--- src/rtl/fft_mdc_pkg.sv ---
// -----------------------------------------------------------------------------
// fft_mdc_pkg
//  Shared types and constants for the MDC FFT pipeline stages.
//  - sample_t       : signed complex sample at the default component width
//  - SEL_STRAIGHT / SEL_CROSS : 2x2 commutator switch positions
//  - MODE_SWITCH / MODE_BYPASS: per-frame operating mode of a commutator
//  - SHREG_MAX_DELAY: longest delay built as a plain shift register; longer
//                     delays use a ring buffer
// -----------------------------------------------------------------------------
package fft_mdc_pkg;

  localparam int SAMPLE_W = 9;

  typedef struct packed {
    logic signed [SAMPLE_W-1:0] re;
    logic signed [SAMPLE_W-1:0] im;
  } sample_t;

  localparam logic SEL_STRAIGHT = 1'b0;
  localparam logic SEL_CROSS    = 1'b1;

  localparam logic MODE_SWITCH  = 1'b0;
  localparam logic MODE_BYPASS  = 1'b1;

  localparam int SHREG_MAX_DELAY = 8;

endpackage

--- src/rtl/mdc_delay_line.sv ---
// -----------------------------------------------------------------------------
// mdc_delay_line
//  Complex delay of DELAY enabled samples. The output is combinational from
//  the stored contents and always shows the sample written DELAY enables ago,
//  so a caller reading it in the same cycle it writes gets x[n-DELAY].
//  Short delays are a shift register; longer ones are a ring buffer with a
//  single read/write pointer (read-before-write on the same slot).
// Ports
//  clk          in   clock
//  i_clr        in   synchronous clear of contents and pointer
//  i_en         in   advance by one sample
//  i_re/i_im    in   WIDTH  sample written on i_en
//  o_re/o_im    out  WIDTH  sample written DELAY enables ago
// -----------------------------------------------------------------------------
module mdc_delay_line
  import fft_mdc_pkg::*;
#(
  parameter int WIDTH = 9,
  parameter int DELAY = 8
) (
  input  logic                    clk,
  input  logic                    i_clr,
  input  logic                    i_en,
  input  logic signed [WIDTH-1:0] i_re,
  input  logic signed [WIDTH-1:0] i_im,
  output logic signed [WIDTH-1:0] o_re,
  output logic signed [WIDTH-1:0] o_im
);

  localparam int SW = 2 * WIDTH;

  generate
    if (DELAY <= SHREG_MAX_DELAY) begin : g_shreg
      logic [SW-1:0] r_tap [DELAY];

      always_ff @(posedge clk) begin
        if (i_clr) begin
          for (int i = 0; i < DELAY; i++) r_tap[i] <= '0;
        end else if (i_en) begin
          r_tap[0] <= {i_re, i_im};
          for (int i = 1; i < DELAY; i++) r_tap[i] <= r_tap[i-1];
        end
      end

      assign o_re = r_tap[DELAY-1][SW-1:WIDTH];
      assign o_im = r_tap[DELAY-1][WIDTH-1:0];
    end else begin : g_ring
      localparam int PW = $clog2(DELAY);
      logic [SW-1:0] r_mem [DELAY];
      logic [PW-1:0] r_ptr;

      // DELAY is a power of two, so the pointer wraps on its own.
      always_ff @(posedge clk) begin
        if (i_clr) begin
          for (int i = 0; i < DELAY; i++) r_mem[i] <= '0;
          r_ptr <= '0;
        end else if (i_en) begin
          r_mem[r_ptr] <= {i_re, i_im};
          r_ptr        <= r_ptr + PW'(1);
        end
      end

      assign o_re = r_mem[r_ptr][SW-1:WIDTH];
      assign o_im = r_mem[r_ptr][WIDTH-1:0];
    end
  endgenerate

endmodule

--- src/rtl/mdc_delay_commutator.sv ---
// -----------------------------------------------------------------------------
// mdc_delay_commutator
//  Delay-commutator stage between MDC FFT butterflies: the upper lane is
//  pre-delayed by DELAY samples, a 2x2 switch crosses the lanes for the second
//  half of every 2*DELAY sample period, and the lower lane is post-delayed by
//  DELAY samples. Bypass mode (latched at start of frame) keeps the switch
//  straight so both lanes are just delayed by DELAY. Pure data movement.
// Ports
//  clk, rst                   clock, synchronous active-high reset
//  in_valid                   input pair valid; all state advances only then
//  in_sof                     start of frame (qualified by in_valid)
//  mode                       0 switch, 1 bypass; taken only with in_sof
//  inUI_re/im, inLI_re/im     upper / lower lane inputs
//  out_valid, out_sof         output pair valid, first valid pair of a frame
//  Up_out_re/im, Low_out_re/im upper / lower lane outputs (hold when idle)
//  misalign_err               one-cycle pulse: sof seen with phase counter != 0
// -----------------------------------------------------------------------------
module mdc_delay_commutator
  import fft_mdc_pkg::*;
#(
  parameter int WIDTH = 9,
  parameter int DELAY = 8
) (
  input  logic                    clk,
  input  logic                    rst,
  input  logic                    in_valid,
  input  logic                    in_sof,
  input  logic                    mode,
  input  logic signed [WIDTH-1:0] inUI_re,
  input  logic signed [WIDTH-1:0] inUI_im,
  input  logic signed [WIDTH-1:0] inLI_re,
  input  logic signed [WIDTH-1:0] inLI_im,
  output logic                    out_valid,
  output logic                    out_sof,
  output logic signed [WIDTH-1:0] Up_out_re,
  output logic signed [WIDTH-1:0] Up_out_im,
  output logic signed [WIDTH-1:0] Low_out_re,
  output logic signed [WIDTH-1:0] Low_out_im,
  output logic                    misalign_err
);

  localparam int            CW  = $clog2(2 * DELAY);
  localparam logic [CW-1:0] DLY = CW'(DELAY);

  // Control state
  logic [CW-1:0] r_cnt;
  logic          r_primed;
  logic          r_mode_q;
  logic          r_sof_pend;

  // Output registers
  logic                    r_vld_p1;
  logic                    r_sof_p1;
  logic                    r_err_p1;
  logic signed [WIDTH-1:0] r_up_re_p1;
  logic signed [WIDTH-1:0] r_up_im_p1;
  logic signed [WIDTH-1:0] r_low_re_p1;
  logic signed [WIDTH-1:0] r_low_im_p1;

  logic          w_sof;
  logic          w_misalign;
  logic [CW-1:0] w_cnt_eff;
  logic          w_primed_eff;
  logic          w_mode_eff;
  logic          w_second_half;
  logic          w_sel;
  logic          w_out_vld;
  logic          w_out_sof;

  logic signed [WIDTH-1:0] w_ud_re, w_ud_im;
  logic signed [WIDTH-1:0] w_x_re,  w_x_im;
  logic signed [WIDTH-1:0] w_y_re,  w_y_im;
  logic signed [WIDTH-1:0] w_ly_re, w_ly_im;

  // The sample carrying sof already belongs to the new frame: its phase is 0
  // and its mode is the one presented with it. A misaligned sof restarts
  // priming; an aligned one lets the stream continue untouched.
  always_comb begin
    w_sof         = in_valid & in_sof;
    w_misalign    = w_sof & (r_cnt != '0);
    w_cnt_eff     = w_sof ? '0 : r_cnt;
    w_primed_eff  = r_primed & ~w_misalign;
    w_mode_eff    = w_sof ? mode : r_mode_q;
    w_second_half = (w_cnt_eff >= DLY);
    w_sel         = (w_second_half && (w_mode_eff != MODE_BYPASS)) ? SEL_CROSS : SEL_STRAIGHT;
    // Once the phase has reached DELAY since priming restarted, the post-delay
    // holds samples of this stream and every later output is valid.
    w_out_vld     = w_primed_eff | w_second_half;
    w_out_sof     = (r_sof_pend | w_sof) & (w_cnt_eff == DLY);
  end

  mdc_delay_line #(
    .WIDTH (WIDTH),
    .DELAY (DELAY)
  ) u_pre_delay (
    .clk   (clk),
    .i_clr (rst),
    .i_en  (in_valid),
    .i_re  (inUI_re),
    .i_im  (inUI_im),
    .o_re  (w_ud_re),
    .o_im  (w_ud_im)
  );

  always_comb begin
    w_x_re = w_ud_re;
    w_x_im = w_ud_im;
    w_y_re = inLI_re;
    w_y_im = inLI_im;
    if (w_sel == SEL_CROSS) begin
      w_x_re = inLI_re;
      w_x_im = inLI_im;
      w_y_re = w_ud_re;
      w_y_im = w_ud_im;
    end
  end

  mdc_delay_line #(
    .WIDTH (WIDTH),
    .DELAY (DELAY)
  ) u_post_delay (
    .clk   (clk),
    .i_clr (rst),
    .i_en  (in_valid),
    .i_re  (w_y_re),
    .i_im  (w_y_im),
    .o_re  (w_ly_re),
    .o_im  (w_ly_im)
  );

  // ---- stage p0 -> p1: output registers and phase/priming state ----
  always_ff @(posedge clk) begin
    if (rst) begin
      r_cnt       <= '0;
      r_primed    <= 1'b0;
      r_mode_q    <= MODE_SWITCH;
      r_sof_pend  <= 1'b0;
      r_vld_p1    <= 1'b0;
      r_sof_p1    <= 1'b0;
      r_err_p1    <= 1'b0;
      r_up_re_p1  <= '0;
      r_up_im_p1  <= '0;
      r_low_re_p1 <= '0;
      r_low_im_p1 <= '0;
    end else begin
      r_vld_p1 <= in_valid & w_out_vld;
      r_sof_p1 <= in_valid & w_out_sof;
      r_err_p1 <= w_misalign;
      if (in_valid) begin
        // 2*DELAY is a power of two, so the counter wraps naturally.
        r_cnt       <= w_cnt_eff + CW'(1);
        r_primed    <= w_out_vld;
        r_mode_q    <= w_mode_eff;
        r_sof_pend  <= w_out_sof ? 1'b0 : (r_sof_pend | w_sof);
        r_up_re_p1  <= w_x_re;
        r_up_im_p1  <= w_x_im;
        r_low_re_p1 <= w_ly_re;
        r_low_im_p1 <= w_ly_im;
      end
    end
  end

  assign out_valid    = r_vld_p1;
  assign out_sof      = r_sof_p1;
  assign misalign_err = r_err_p1;
  assign Up_out_re    = r_up_re_p1;
  assign Up_out_im    = r_up_im_p1;
  assign Low_out_re   = r_low_re_p1;
  assign Low_out_im   = r_low_im_p1;

endmodule

--- config.mk ---
export PLATFORM = sky130hd
export DESIGN_NAME = mdc_delay_commutator
export DESIGN_NICKNAME = d
export VERILOG_FILES = /design/src/rtl/fft_mdc_pkg.sv /design/src/rtl/mdc_delay_line.sv /design/src/rtl/mdc_delay_commutator.sv
export SDC_FILE = /design/constraint.sdc
export NUM_CORES = 1
export LEC_CHECK = 0
export ABC_AREA = 1
export BUFFER_PORTS_ARGS = -buffer_cell sky130_fd_sc_hd__buf_2
export CORE_MARGIN = 2
export CORE_UTILIZATION = 40
export CTS_CLUSTER_DIAMETER = 80
export CTS_CLUSTER_SIZE = 10
export DETAILED_ROUTE_END_ITERATION = 8
export SLEW_MARGIN = 30
export SYNTH_ARGS = -nofsm -noshare
export SYNTH_HDL_FRONTEND = slang
export SYNTH_SLANG_ARGS = --single-unit
--- constraint.sdc ---
create_clock -name clk -period 12.7 [get_ports clk]
set_clock_uncertainty 0.2 [all_clocks]
set_input_delay 1.27 -clock clk [delete_from_list [all_inputs] [get_ports clk]]
set_output_delay 1.27 -clock clk [all_outputs]
set_load 0.03 [all_outputs]
# == After elaboration in Yosys (flattened, before gate mapping) ==
# Memory sizes are Yosys's and may differ from the RTL's. A register that Yosys moved wholly into a read port is not among the register bits.
# Index checks and enable logic that the tools add are counted.
# word_totals
mem_count,2
register_bits,28
output_inout_bits,39
ram_bits,288
word_cells,71
# mem_list
name,depth,width,read_ports,rd_clocked_by_memory_dff,write_ports,line,source
u_post_delay.g_shreg.r_tap,8,18,8,1,8,mdc_delay_line.sv:34,logic [SW-1:0] r_tap [DELAY];
u_pre_delay.g_shreg.r_tap,8,18,8,0,8,mdc_delay_line.sv:34,
# op_classes
n_mux,29
n_lt_le_gt_ge,1
bitwise,26
n_addsub,1
reduce_logical,2
n_eq_ne,1
# ops
cell,n
2-to-1 mux 18 bit,16
2-to-1 mux 9 bit,4
OR 1 bit,18
2-to-1 mux 1 bit,8
bitwise AND 1 bit,6
adder 4 x 1 -> 4 bit (second input constant),1
== test 4 bit (second input constant),1
greater-or-equal comparator 4 bit (second input constant),1
2-to-1 mux 4 bit,1
nonzero test 4 bit,1
inverter 1 bit,2
logical AND 1 bit,1

# == Logic depth before layout (Yosys ltp) ==
# logic_depth
depth_word,7
mapped_depth,9
ltp_nobuf,7

# == By module ==
# A second synthesis with hierarchy kept.
# hier_totals
cells_unflattened,1294
hier_area_um2,13590.5
# by_module_without_submodules
module,instances,area_per_inst_um2,cells_per_inst
mdc_delay_line,2,5646.7,468
mdc_delay_commutator,1,2297.2,358

# == Worst setup path before layout ==
# No wires, ideal clock.
# synth_path
path_kind,input port to flip-flop
start,in in_valid
end,"mem u_post_delay.g_shreg.r_tap[0][0] (netlist name), enable pin"
setup_ns,0.640
setup_slack_ns,4.694
n_path_buf,2
arrival_time_ns,7.166
path_stages,4
path_cell_list,buf_6 nor2_1 buf_4 inv_1
# synth_rtl
element,line,source
from (decl),mdc_delay_commutator.sv:26,"input logic in_valid,"
to (decl),mdc_delay_line.sv:34,

==> flow_summary.toml <==
[run_status]
status = "completed"

[pwr]
p_per_area_nw_per_um2 = 159
p_leak_nw = 6.46
clkPwrFrac_pct = 41.6
p_int_mw = 1.89
combPwrFrac_pct = 5.0
p_sw_uw = 512
p_seq_share_pct = 53.4
power.share.switching_pct = 21.3
ir_drop_mv = 0.0984
p_total_mw = 2.40

[global_route]
grt_pass1_vias = 7212
grt_use_total_pct = 11.4
grt_max_degree = 117
grt-ovfl-total = 0
antenna_found_initial = 0
grt_pass1_wl_mm = 32.0

[worst_hold_path]
min_path_type = "reg -> reg"

[route]
ant_nets = 0
viasPerCell = 4.25
vias = 7408
drcViolationCount = 0
drt-total-wl_mm = 19.2
first_pass_iters = 5
drt_iter0_drc = 470
routedWlPerCell_um = 11.0

[die]
fp.coreArea_um2 = 32500
die_w_um = 186
num_io_pins = 80
die_h_um = 186
die-area_um2 = 34500
row_count = 66
initial_core_util_pct = 40.6

[placed_design]
dpl_cell_area_um2 = 13900
placement.io_buffers = 79
hpwl_mm = 10.2
routabilityCongestion = 0.790

[sta]
rsz0062_at_grt = "no"
max_freq_mhz = 215
hold_violations = 0
finalHoldWorstSlack_ns = 0.250
worst_slew_pin_slew_ns = 0.908
slew_viol_final = 0
period_needed_ns = 4.65
setup_viol = 0
period_share_pct = 36.6
slew_headroom_pct = 39.2
tns_ns = 0

[setup_path]
worstSetupEndpointType = "flop"
arrival_ns = 4.58
required_ns = 12.63
slowest_delay_ns = 0.69
path_max_fanout = 116
crit_top_cell = "buf_6"
crit_path_start_kind = "input pin"
crit_slowest_cell = "buf_6"
path_delay_family = "buffers and inverters"
crit_chain = "buf_2 > buf_4 > nor2_4 > buf_16 > inv_8 > buf_6 > buf_6"
critPathBufInv = 6
crit_type = "in -> reg"

[synth]
netlist_area_um2 = 13200
synth_top_area_share_pct = 65.5
synthTopCellsByArea = "edfxtp_1 (65%), nor2_1 (9.1%), inv_1 (9.0%)"
synth_nets = 1237
synth_cell_types = 24
synthCells = 1194
synth-seq-area-share_pct = 72.5
synth_area_per_cell_um2 = 11.1
yosysTopAreaCell = "edfxtp_1"
synth_seq_cells = 334
ys_warn_count = 0

[finish]
syn2layout_area_growth_pct = 14.2
diodes = 0
drive_gt1_share_pct = 11.5
final_nets = 1314
design_area_um2 = 15100
fillers = 3033

[clocking]
insertion_delay_ns = 0.51
cts_tree = "built"
ctsHoldBuffers = 0
cts_made_buffers = 39
cts.root.buffer_cell = "clkbuf_16"
htreeDepth = 2
post_cts_resized = 0
post_cts_buffers = 0
path_clk_slew_ns = 0.05
clock_path_buffers = 3
cts.sinks = 334

[run]
maxCapViolCount = 0
[routing by layer]
metal | wire, um | share of wire [%] | vias up | GRT usage (%)
li1 | - | - | 3819 | -
met1 | 8050 | 42 | 3416 | 12.2
met2 | 9800 | 51 | 120 | 21.3
met3 | 709 | 3.7 | 53 | 2.56
met4 | 615 | 3.2 | 0 | 5.23
met5 | 0 | 0 | - | 0
[area by class of cell]
cell class / count / area [um^2] / area share, %
Timing Repair Buffer: 86 / 479 / 3.18
Clock inverter: 3 / 31.3 / 0.207
Multi-Input combinational cell: 491 / 2130 / 14.1
Tap cell: 442 / 553 / 3.67
Clock buffer: 69 / 1110 / 7.36
Sequential cell: 334 / 9570 / 63.4
Inverter: 319 / 1210 / 8.01
[tightest hold or removal path, cell delays in order (launching register included)]
cell and delay [ns]:
dfxtp_1 0.30, nand2_1 0.06, nand2_1 0.05
[state kept, by name, indices dropped and copies added (netlist names)]
| register | count |
|---|---|
| Low_out_im | 9 |
| u_pre_delay.g_shreg.r_tap | 144 |
| r_mode_q | 1 |
| Low_out_re | 9 |
| r_primed | 1 |
| r_sof_pend | 1 |
| misalign_err | 1 |
| u_post_delay.g_shreg.r_tap | 144 |
| out_valid | 1 |
| out_sof | 1 |
| Up_out_im | 9 |
| Up_out_re | 9 |
| r_cnt | 4 |
[power groups by stage]
stage	clock network (mW)	registers (mW)	logic, mW
floorplan	0	1.32	0.0824
global placement	0	1.30	0.119
detailed placement	0	1.31	0.122
CTS	1.03	1.28	0.123
global route	1.07	1.29	0.140
finish	0.998	1.28	0.121
[layout by cell type, fill, tap and decap left out, types with 2 or more instances in the layout]
cell type,count
dfxtp_1,46
buf_2,79
clkbuf_1,29
nand2_1,81
a22o_1,18
o21ai_0,4
clkbuf_16,40
inv_4,2
buf_4,3
buf_6,3
edfxtp_1,288
nand2_2,3
nand3_1,47
nand3_2,11
nand2_4,2
nor2_1,318
inv_1,316
ha_1,2
[synthesized netlist by cell type, drive strengths merged]
cell type    n
a21oi        2
a22o        18
buf         43
clkbuf       7
dfxtp       46
edfxtp     288
ha           2
inv        319
nand2       86
nand3       58
nand4        1
nor2       319
nor2b        1
o21ai        4
[stage by stage]
step	util [%]	std cells	setup slack (ns)
global placement	42.7	1671	6.94
floorplan	-	1194	4.69
finish	46.4	1744	8.05
detailed placement	42.8	1671	7.46
CTS	46.3	1743	8.00
global route	46.4	1744	7.77
[path summary, 6_finish.rpt]
kind / startpoint / to / slack, ns / cells past startpoint
setup / recovery: rst / u_post_delay.g_shreg.r_tap[3][1] / 8.05 / 7
hold / removal: Up_out_im[0] / Up_out_im[0] / 0.25 / 2
setup reg to reg: r_mode_q / u_post_delay.g_shreg.r_tap[0][9] / 10.42 / 7
hold reg to reg: Up_out_im[0] / Up_out_im[0] / 0.25 / 2
[cell families (layout without fill, tap and decap cells)]
family                   count (synthesis)  count (layout)  synth area share (%)
AO/OA/AOI/OAI                           24              24                  1.51
AND/OR/NAND/NOR                        465             465                  14.3
buffers and inverters                  369             477                  11.5
flip-flops                             334             334                  72.5
adder cells (fa/ha/maj)                  2               2                 0.189
(Power assumes the default switching activity.)
